--- config.mk ---
export PLATFORM = sky130hd
export DESIGN_NAME = rptr_empty_ctrl
export DESIGN_NICKNAME = d
export VERILOG_FILES = /design/src/rtl/fifo_pkg.sv /design/src/rtl/gray2bin.sv /design/src/rtl/rptr_empty_ctrl.sv
export SDC_FILE = /design/constraint.sdc
export NUM_CORES = 1
export LEC_CHECK = 0
export CAP_MARGIN = 0
export CORE_MARGIN = 4
export CORE_UTILIZATION = 47
export DETAILED_ROUTE_END_ITERATION = 8
export HOLD_SLACK_MARGIN = 0.03
export PLACE_DENSITY_LB_ADDON = 0.15
export SYNTH_ARGS = -nofsm -noshare
export SYNTH_HDL_FRONTEND = slang
export SYNTH_SLANG_ARGS = --single-unit
--- constraint.sdc ---
create_clock -name rclk -period 3.8 [get_ports rclk]
set_input_delay 0.38 -clock rclk [delete_from_list [all_inputs] [get_ports rclk]]
set_output_delay 0.38 -clock rclk [all_outputs]
set_load 0.02 [all_outputs]
--- src/rtl/fifo_pkg.sv ---
// Shared dual-clock FIFO definitions: default geometry, pointer width rule
// and the binary-to-Gray helper used by both pointer domains.
package fifo_pkg;

    localparam int FIFO_ASIZE_DEF     = 4;
    localparam int FIFO_AE_THRESH_DEF = 2;

    // Pointers carry one extra MSB so full and empty can be told apart
    function automatic int ptr_w(input int asize);
        return asize + 1;
    endfunction

    function automatic logic [31:0] bin2gray(input logic [31:0] b);
        return b ^ (b >> 1);
    endfunction

endpackage

--- src/rtl/gray2bin.sv ---
// Combinational Gray-to-binary converter: each binary bit is the XOR of
// all Gray bits at or above its position.
module gray2bin #(
    parameter int W = 5
) (
    input  logic [W-1:0] gray,
    output logic [W-1:0] bin
);

    assign bin[W-1] = gray[W-1];

    for (genvar i = 0; i < W - 1; i++) begin : g_bit
        assign bin[i] = ^(gray >> i);
    end

endmodule

--- src/rtl/rptr_empty_ctrl.sv ---
// Read-side pointer, empty/almost-empty flags and fill level for the dual-clock FIFO.
// Optional sticky underflow flag enabled by defining RPTR_EMPTY_UNDERFLOW_EN.
module rptr_empty_ctrl
    import fifo_pkg::*;
#(
    parameter int ASIZE     = FIFO_ASIZE_DEF,
    parameter int AE_THRESH = FIFO_AE_THRESH_DEF
) (
    input  logic             rclk,
    input  logic             rrst_n,
    input  logic             rinc,
    input  logic [ASIZE:0]   wptr_sync,
    output logic [ASIZE:0]   rptr,
    output logic [ASIZE-1:0] raddr,
    output logic [ASIZE:0]   rlevel,
    output logic             aempty,
    output logic             rempty,
    output logic             underflow
);

    localparam int PTR_W = ptr_w(ASIZE);

    logic [PTR_W-1:0] rbin;
    logic [PTR_W-1:0] rbnext;
    logic [PTR_W-1:0] rgnext;
    logic [PTR_W-1:0] wbin_s;
    logic [PTR_W-1:0] rlevel_n;

    gray2bin #(
        .W (PTR_W)
    ) u_wptr_g2b (
        .gray (wptr_sync),
        .bin  (wbin_s)
    );

    // Flags look at the next pointer so the emptying read raises rempty on the very next edge
    always_comb begin
        rbnext   = rbin + PTR_W'(rinc & ~rempty);
        rgnext   = PTR_W'(bin2gray(32'(rbnext)));
        rlevel_n = wbin_s - rbnext;
    end

    assign raddr = rbin[ASIZE-1:0];

    always_ff @(posedge rclk or negedge rrst_n) begin
        if (!rrst_n) begin
            rbin   <= '0;
            rptr   <= '0;
            rlevel <= '0;
            rempty <= 1'b1;
            aempty <= 1'b1;
        end else begin
            rbin   <= rbnext;
            rptr   <= rgnext;
            rlevel <= rlevel_n;
            rempty <= (rgnext == wptr_sync);
            aempty <= (rlevel_n <= PTR_W'(AE_THRESH));
        end
    end

`ifdef RPTR_EMPTY_UNDERFLOW_EN
    always_ff @(posedge rclk or negedge rrst_n) begin
        if (!rrst_n) begin
            underflow <= 1'b0;
        end else begin
            underflow <= underflow | (rinc & rempty);
        end
    end
`else
    assign underflow = 1'b0;
`endif

endmodule

==> results of run 1 <==
## report_power, final
group          leakage (nW)  internal [W]  switching, W
clock                0.0138     0.0000367     0.0000456
combinational         0.332      0.000431      0.000466
sequential            0.185      0.000266     0.0000669
## metal layers
| layer | vias to the layer above | share of wire | track usage |
|---|---|---|---|
| li1 | 302 | - | - |
| met1 | 293 | 0.43 | 0.179 |
| met2 | 20 | 0.51 | 0.216 |
| met3 | 2 | 0.053 | 0.0166 |
| met4 | 0 | 0.0055 | 0.0638 |
| met5 | - | 0 | 0 |
## final timing paths
path	from	end	slack [ns]	cells past startpoint
worst max-delay path	wptr_sync[4]	aempty	0.57	12
worst max register to register	rempty	aempty	0.73	10
worst min register to register	rbin[4]	rbin[4]	0.62	1
min in group rclk	rbin[4]	rbin[4]	0.62	1
worst min-delay path	rrst_n	rbin[2]	0.51	1
max in group asynchronous	rrst_n	rptr[0]	2.86	1
## synthesized netlist by cell type (all sizes together)
master / count
xor2: 6
nand4b: 1
and2: 3
o221ai: 1
fa: 1
a2111oi: 1
nor2: 3
mux2i: 4
nand4: 1
nand2b: 1
xnor3: 1
dfstp: 2
buf: 1
xnor2: 13
o22ai: 1
o211ai: 1
maj3: 1
inv: 7
nand3: 2
ha: 5
nand2: 3
or2b: 1
nor2b: 1
a21oi: 1
dfrtp: 14
conb: 1
## sequential cells by signal, indices dropped and copies added, names as in the netlist
register  flops
rptr          4
aempty        1
rlevel        5
rempty        1
rbin          5
## cell type report
cell class / count / share of cell area
clock buffers: 3 / 0.0178
inverters: 7 / 0.0207
multi-input cells: 53 / 0.429
flip-flops and latches: 16 / 0.318
well taps: 27 / 0.0267
repair buffers: 24 / 0.188
## placed cells by master, fill, tap and decap left out, drive strengths merged
cell type / netlist / routed
xor2: 6 / 6
clkdlybuf4s50: 0 / 23
o211ai: 1 / 1
buf: 1 / 1
mux2i: 4 / 4
nand4: 1 / 1
or2b: 1 / 1
conb: 1 / 1
nand2b: 1 / 1
ha: 5 / 5
fa: 1 / 1
a2111oi: 1 / 1
and2: 3 / 3
nand3: 2 / 2
nor2b: 1 / 1
nand4b: 1 / 1
dfstp: 2 / 2
o221ai: 1 / 1
nor2: 3 / 3
nand2: 3 / 3
dfrtp: 14 / 14
xnor3: 1 / 1
clkbuf: 0 / 3
xnor2: 13 / 13
inv: 7 / 7
maj3: 1 / 1
o22ai: 1 / 1
a21oi: 1 / 1
## logic make-up after synthesis
| kind of cell | Yosys count |
|---|---|
| multiplexers | 4 |
| AND/OR/NAND/NOR | 16 |
| buffers and inverters | 8 |
| flip-flops | 16 |
| AO/OA/AOI/OAI | 5 |
| other | 1 |
| XOR/XNOR | 20 |
| adder cells (fa/ha/maj) | 7 |
## stage by stage
step / utilization / hold slack (ns) / cells / worst slack [ns] / total power, W
final: 0.640 / 0.512 / 130 / 0.574 / 0.00131
after global routing: 0.640 / 0.574 / 130 / 0.390 / 0.00142
after CTS: 0.640 / 0.525 / 130 / 0.554 / 0.00133
after detailed placement: 0.628 / 0.613 / 127 / 0.280 / 0.00125
after global placement: 0.628 / 0.600 / 127 / 0.340 / 0.00122
after floorplan: - / 0.0844 / 77 / 0.950 / 0.000961
## critical path, delay by kind of cell
family | cells | cell delay [ns]
buffers and inverters | 1 | 0.51
AO/OA/AOI/OAI | 3 | 0.66
XOR/XNOR | 5 | 1.06
AND/OR/NAND/NOR | 1 | 0.13
adder cells (fa/ha/maj) | 2 | 0.66
==> out/metrics.yaml, run 1 <==
number_of_drc_violations_after_detailed_routing_iteration_0: 12
final_period_minus_worst_setup_slack_ns: 3.23
finalWeightedCongestion: 0.711
critical_setup_path_class: "input port to register"
drt_drc_violations_left: 0
synth_xor_xnor_area_share: 0.250
placement.cell_area_sq_um: 1240
detailroute.via_count: 617
outcome: "completed"
yosysTopAreaCell: "sky130_fd_sc_hd__dfrtp_1"
dpl.hpwl_microns: 1370
holdBufCountCts: 0
rsz0062_at_grt: "no"
portion_of_netlist_area_occupied_by_mux_cells: 0.0408
die-area_sq_um: 2880
post_synth_fa_ha_maj_area_fraction: 0.0944
synth_simple_gate_area_share: 0.105
crit_arrival_ns: 3.40
critical_path.max_fanout: 4
synth_top_area_share: 0.357
maxCapViolCount: 0
grt_antenna_before_repair: 0
routed_wirelength_microns: 1630
diodes_inserted: 0
synth_seq_cells: 16
cts_made_buffers: 3
coreArea_sq_um: 1980
drt.antenna.violating_nets: 0
synth.cell_area_sq_um: 981
drt_pass1_iterations: 4
clk-insertion-delay-late_ns: 0.28
tritoncts: "built"
path_common_cell: "sky130_fd_sc_hd__xor2_1"
netlist_instances: 77
cts_setup_buffers: 0
filler_cell_count: 152
worst-endpoint-required_ns: 3.98
finalClockSkew_ns: 0.00457
synthToLayoutAreaGrowth_pct: 29.2
placement_rows: 16
clock_tree.buffer_depth: 2
hold_class: "input port to async pin"
cts.sink_count: 16
crit_chain: "clkdlybuf4s50_1 -> xor2_2 -> xnor2_2 -> xor2_1 -> xor2_1 -> ha_1 -> fa_1 -> nand4b_1 -> o211ai_1 -> o221ai_4 -> xnor2_1 -> a2111oi_2"
tightest_slew_ns: 0.679
ctsResizeCount: 0
number_of_global_route_vias_before_repair: 595
initial_util: 0.495
count_of_final_max_slew_check_failures: 0
grt.overflow.total: 0
synth_nets: 91
critical_path.max_stage_delay_ns: 0.51
die_x_microns: 53.7
io_pins: 25
cts_max_level: 1
critical_path.startpoint_type: "input port"
grt_max_degree: 17
fin_setup_tns_ns: 0
vias_per_cell: 4.75
synth.yosys.seq_area_share: 0.411
fin_crit_sh: 0.849
leakage_nw: 0.531
regArea_sq_um: 403
fmax_mhz: 310
grt_first_pass_wirelength_microns: 2730
synthesis.yosys.warnings: 0
synth_compound_gate_area_share: 0.0612
finalSetupViolCount: 0
dominant_combinational_cell_family_by_area_after_synthesis: "XOR/XNOR gates"
worst_slew_margin_rel: 0.546
drt-wirelength-per-cell_microns: 12.6
ir_drop_mv: 0.515
port_buffers: 23
clkSlewWorstSetupHoldPaths_ns: 0.08
critical_path.slowest_cell: "sky130_fd_sc_hd__clkdlybuf4s50_1"
layout.cell_area.non_filler_sq_um: 1270
grt_util_all_layers: 0.135
post_route_cells_drive_above_1_share: 0.146
multiInputGateArea_sq_um: 544
synth.top_cells.by_area: "sky130_fd_sc_hd__dfrtp_1 36%, sky130_fd_sc_hd__xnor2_1 9.8%, sky130_fd_sc_hd__ha_1 6.4%"
synth.avg_cell_area_sq_um: 12.7
die_h_microns: 53.7
fin_nets: 119
cts_root_buf: "sky130_fd_sc_hd__clkbuf_4"
synthDistinctLibCells: 31
worst_setup_path_end_kind: "register"
power-per-cell-area_nw_per_um2: 1040
final_hold_viol_count: 0
(Power assumes the default switching activity.)
==> run 2, diff against run 1 <==
--- a/config.mk
+++ b/config.mk
@@ -7,7 +7,7 @@
 export LEC_CHECK = 0
 export CAP_MARGIN = 0
 export CORE_MARGIN = 4
-export CORE_UTILIZATION = 47
+export CORE_UTILIZATION = 43
 export DETAILED_ROUTE_END_ITERATION = 8
 export HOLD_SLACK_MARGIN = 0.03
 export PLACE_DENSITY_LB_ADDON = 0.15
==> constraint.sdc (replaced) <==
create_clock -name rclk -period 2.61 [get_ports rclk]
set_input_delay 0.261 -clock rclk [delete_from_list [all_inputs] [get_ports rclk]]
set_output_delay 0.261 -clock rclk [all_outputs]
set_load 0.02 [all_outputs]
==> run 2 against run 1 <==
Against the previous run: highest routed layer unchanged; cell count grew 14%; sequential power is 40% higher; utilization rose by 2.4 points; register-to-register slack worse by 0.62 ns; global-route usage down 0.14 points; largest cell class unchanged; power up 67%.
==> out/metrics.yaml, run 2 (synthesized netlist as in run 1, its figures left out) <==
slack_of_the_worst_reg_to_reg_path_ns: 0.11  # -0.62 ns
layout.cells.most_common: "sky130_fd_sc_hd__clkdlybuf4s50_1"
regs_by_ff_count: "rbin: 5 flops, rlevel: 5 flops, rptr: 4 flops"
finalWeightedCongestion: 0.716  # +0.69%
cts_made_buffers: 3  # unchanged
cts_max_level: 1  # unchanged
hold_class: "input port to async pin"
cts_root_buf: "sky130_fd_sc_hd__clkbuf_4"
finalSetupViolCount: 0  # unchanged
count_of_final_max_slew_check_failures: 0  # unchanged
hold_ws_ns: 0.387  # -0.124 ns
drt-wirelength-per-cell_microns: 13.0  # +3.7%
crit_arrival_ns: 2.67  # -0.73 ns
critical_path.max_fanout: 4  # unchanged
io_pins: 25  # unchanged
drt_drc_violations_left: 0  # unchanged
clk-insertion-delay-late_ns: 0.28  # about the same
tritoncts: "built"
critical_setup_path_class: "register to register"
drt.antenna.violating_nets: 0  # unchanged
fmax_mhz: 401
initial_util: 0.448  # -0.0472
vias_per_cell: 4.66  # -1.8%
number_of_drc_violations_after_detailed_routing_iteration_0: 5  # -7
grt_antenna_before_repair: 0  # unchanged
die-area_sq_um: 3110  # +7.9%
worst-endpoint-required_ns: 2.79  # -1.19 ns
grt.overflow.total: 0  # unchanged
final_hold_viol_count: 0  # unchanged
r2r-start: "rempty"
maxCapViolCount: 0  # unchanged
detailroute.via_count: 690  # +12%
die_h_microns: 55.8  # +3.9%
die_x_microns: 55.8  # +3.9%
clkSlewWorstSetupHoldPaths_ns: 0.09  # about the same
worst_setup_path_end_kind: "register"
worstReg2RegEnd: "aempty"
number_of_global_route_vias_before_repair: 670  # +13%
fin_nets: 135  # +13%
port_buffers: 23  # unchanged
post_route_cells_drive_above_1_share: 0.367  # +0.221
worst_r2r_path_depth: 9  # -1
highest_count_cells_in_the_layout_ignoring_fill_and_taps: "20 x sky130_fd_sc_hd__clkdlybuf4s50_1, 17 x sky130_fd_sc_hd__buf_4, 14 x sky130_fd_sc_hd__dfrtp_1"
worst_slew_margin_rel: 0.541  # -0.00533
grt_util_all_layers: 0.133  # -0.00144
leakage_nw: 0.644  # +21%
holdBufCountCts: 0  # unchanged
drt_pass1_iterations: 4  # unchanged
power-per-cell-area_nw_per_um2: 1510  # +46%
final_period_minus_worst_setup_slack_ns: 2.50
finalClockSkew_ns: 0.000652  # -0.00392 ns
clock_tree.buffer_depth: 2  # unchanged
diodes_inserted: 0  # unchanged
critical_path.startpoint: "rempty"
grt_max_degree: 17  # unchanged
synthToLayoutAreaGrowth_pct: 48.1
fin_setup_tns_ns: 0  # unchanged
placement_rows: 17  # +1
outcome: "completed"
endpoint: "aempty"
ir_drop_mv: 0.703  # +37%
tightest_slew_ns: 0.687  # +0.00797 ns
routed_wirelength_microns: 1930  # +18%
coreArea_sq_um: 2190  # +11%
critical_path.startpoint_type: "register"
grt_first_pass_wirelength_microns: 3100  # +13%
fin_crit_sh: 0.956
cts.sink_count: 16  # unchanged
[run 2: stage by stage]
step | cell area, sq um | util | setup WS (ns) | cells | power (W)
6_report | 1450 | 0.663 | 0.115 | 148 | 0.00220
2_1_floorplan | 1010 | - | 0.0695 | 77 | 0.00145
3_5_place_dp | 1380 | 0.629 | -0.448 | 142 | 0.00202
5_1_grt | 1450 | 0.663 | -0.00986 | 148 | 0.00236
4_1_cts | 1420 | 0.648 | 0.0423 | 147 | 0.00218
3_3_place_gp | 1380 | 0.629 | -0.341 | 142 | 0.00197
[run 2: timing repair]
item | 4_1_cts | 5_1_grt
gates resized for setup | 2 | 10
endpoints found under the setup margin | 1 | 1
setup buffers | 1 | 1
pin swaps | 1 | 13
[run 2: layer usage]
| metal | share of wire | track usage |
|---|---|---|
| met1 | 0.42 | 0.155 |
| met2 | 0.50 | 0.220 |
| met3 | 0.050 | 0.0348 |
| met4 | 0.029 | 0.0764 |
| met5 | 0 | 0 |
[run 2: worst max-delay path, stage by stage (launching register included)]
cell                        delay (ns)
sky130_fd_sc_hd__dfstp_2          0.56
sky130_fd_sc_hd__nor2b_4          0.05
sky130_fd_sc_hd__ha_1             0.30
sky130_fd_sc_hd__ha_2             0.20
sky130_fd_sc_hd__fa_2             0.39
sky130_fd_sc_hd__nand4b_1         0.12
sky130_fd_sc_hd__o211ai_1         0.14
sky130_fd_sc_hd__o221ai_4         0.24
sky130_fd_sc_hd__xnor2_2          0.11
sky130_fd_sc_hd__a2111oi_2        0.29
[run 2: report_power, final]
part,internal [W],switching (W),total (W)
sequential,0.000388,0.0000784,0.000466
combinational,0.000812,0.000759,0.00157
clock,0.0000848,0.0000737,0.000158
[run 2: worst min path at each step]
stage,to,slack [ns],depth (start not counted)
floorplan,rbin[0],-0.03,0
global placement,rbin[4],0.60,1
detailed placement,rbin[4],0.61,1
CTS,rlevel[0],0.41,1
global route,rempty,0.37,4
finish,rlevel[4],0.39,1
[run 2: layout make-up]
type | count | area, sq um
fillers | 173 | 738
clock buffers | 4 | 36.3
inverters | 7 | 26.3
multi-input cells | 53 | 602
well taps | 28 | 35.0
repair buffers | 40 | 350
flip-flops and latches | 16 | 403
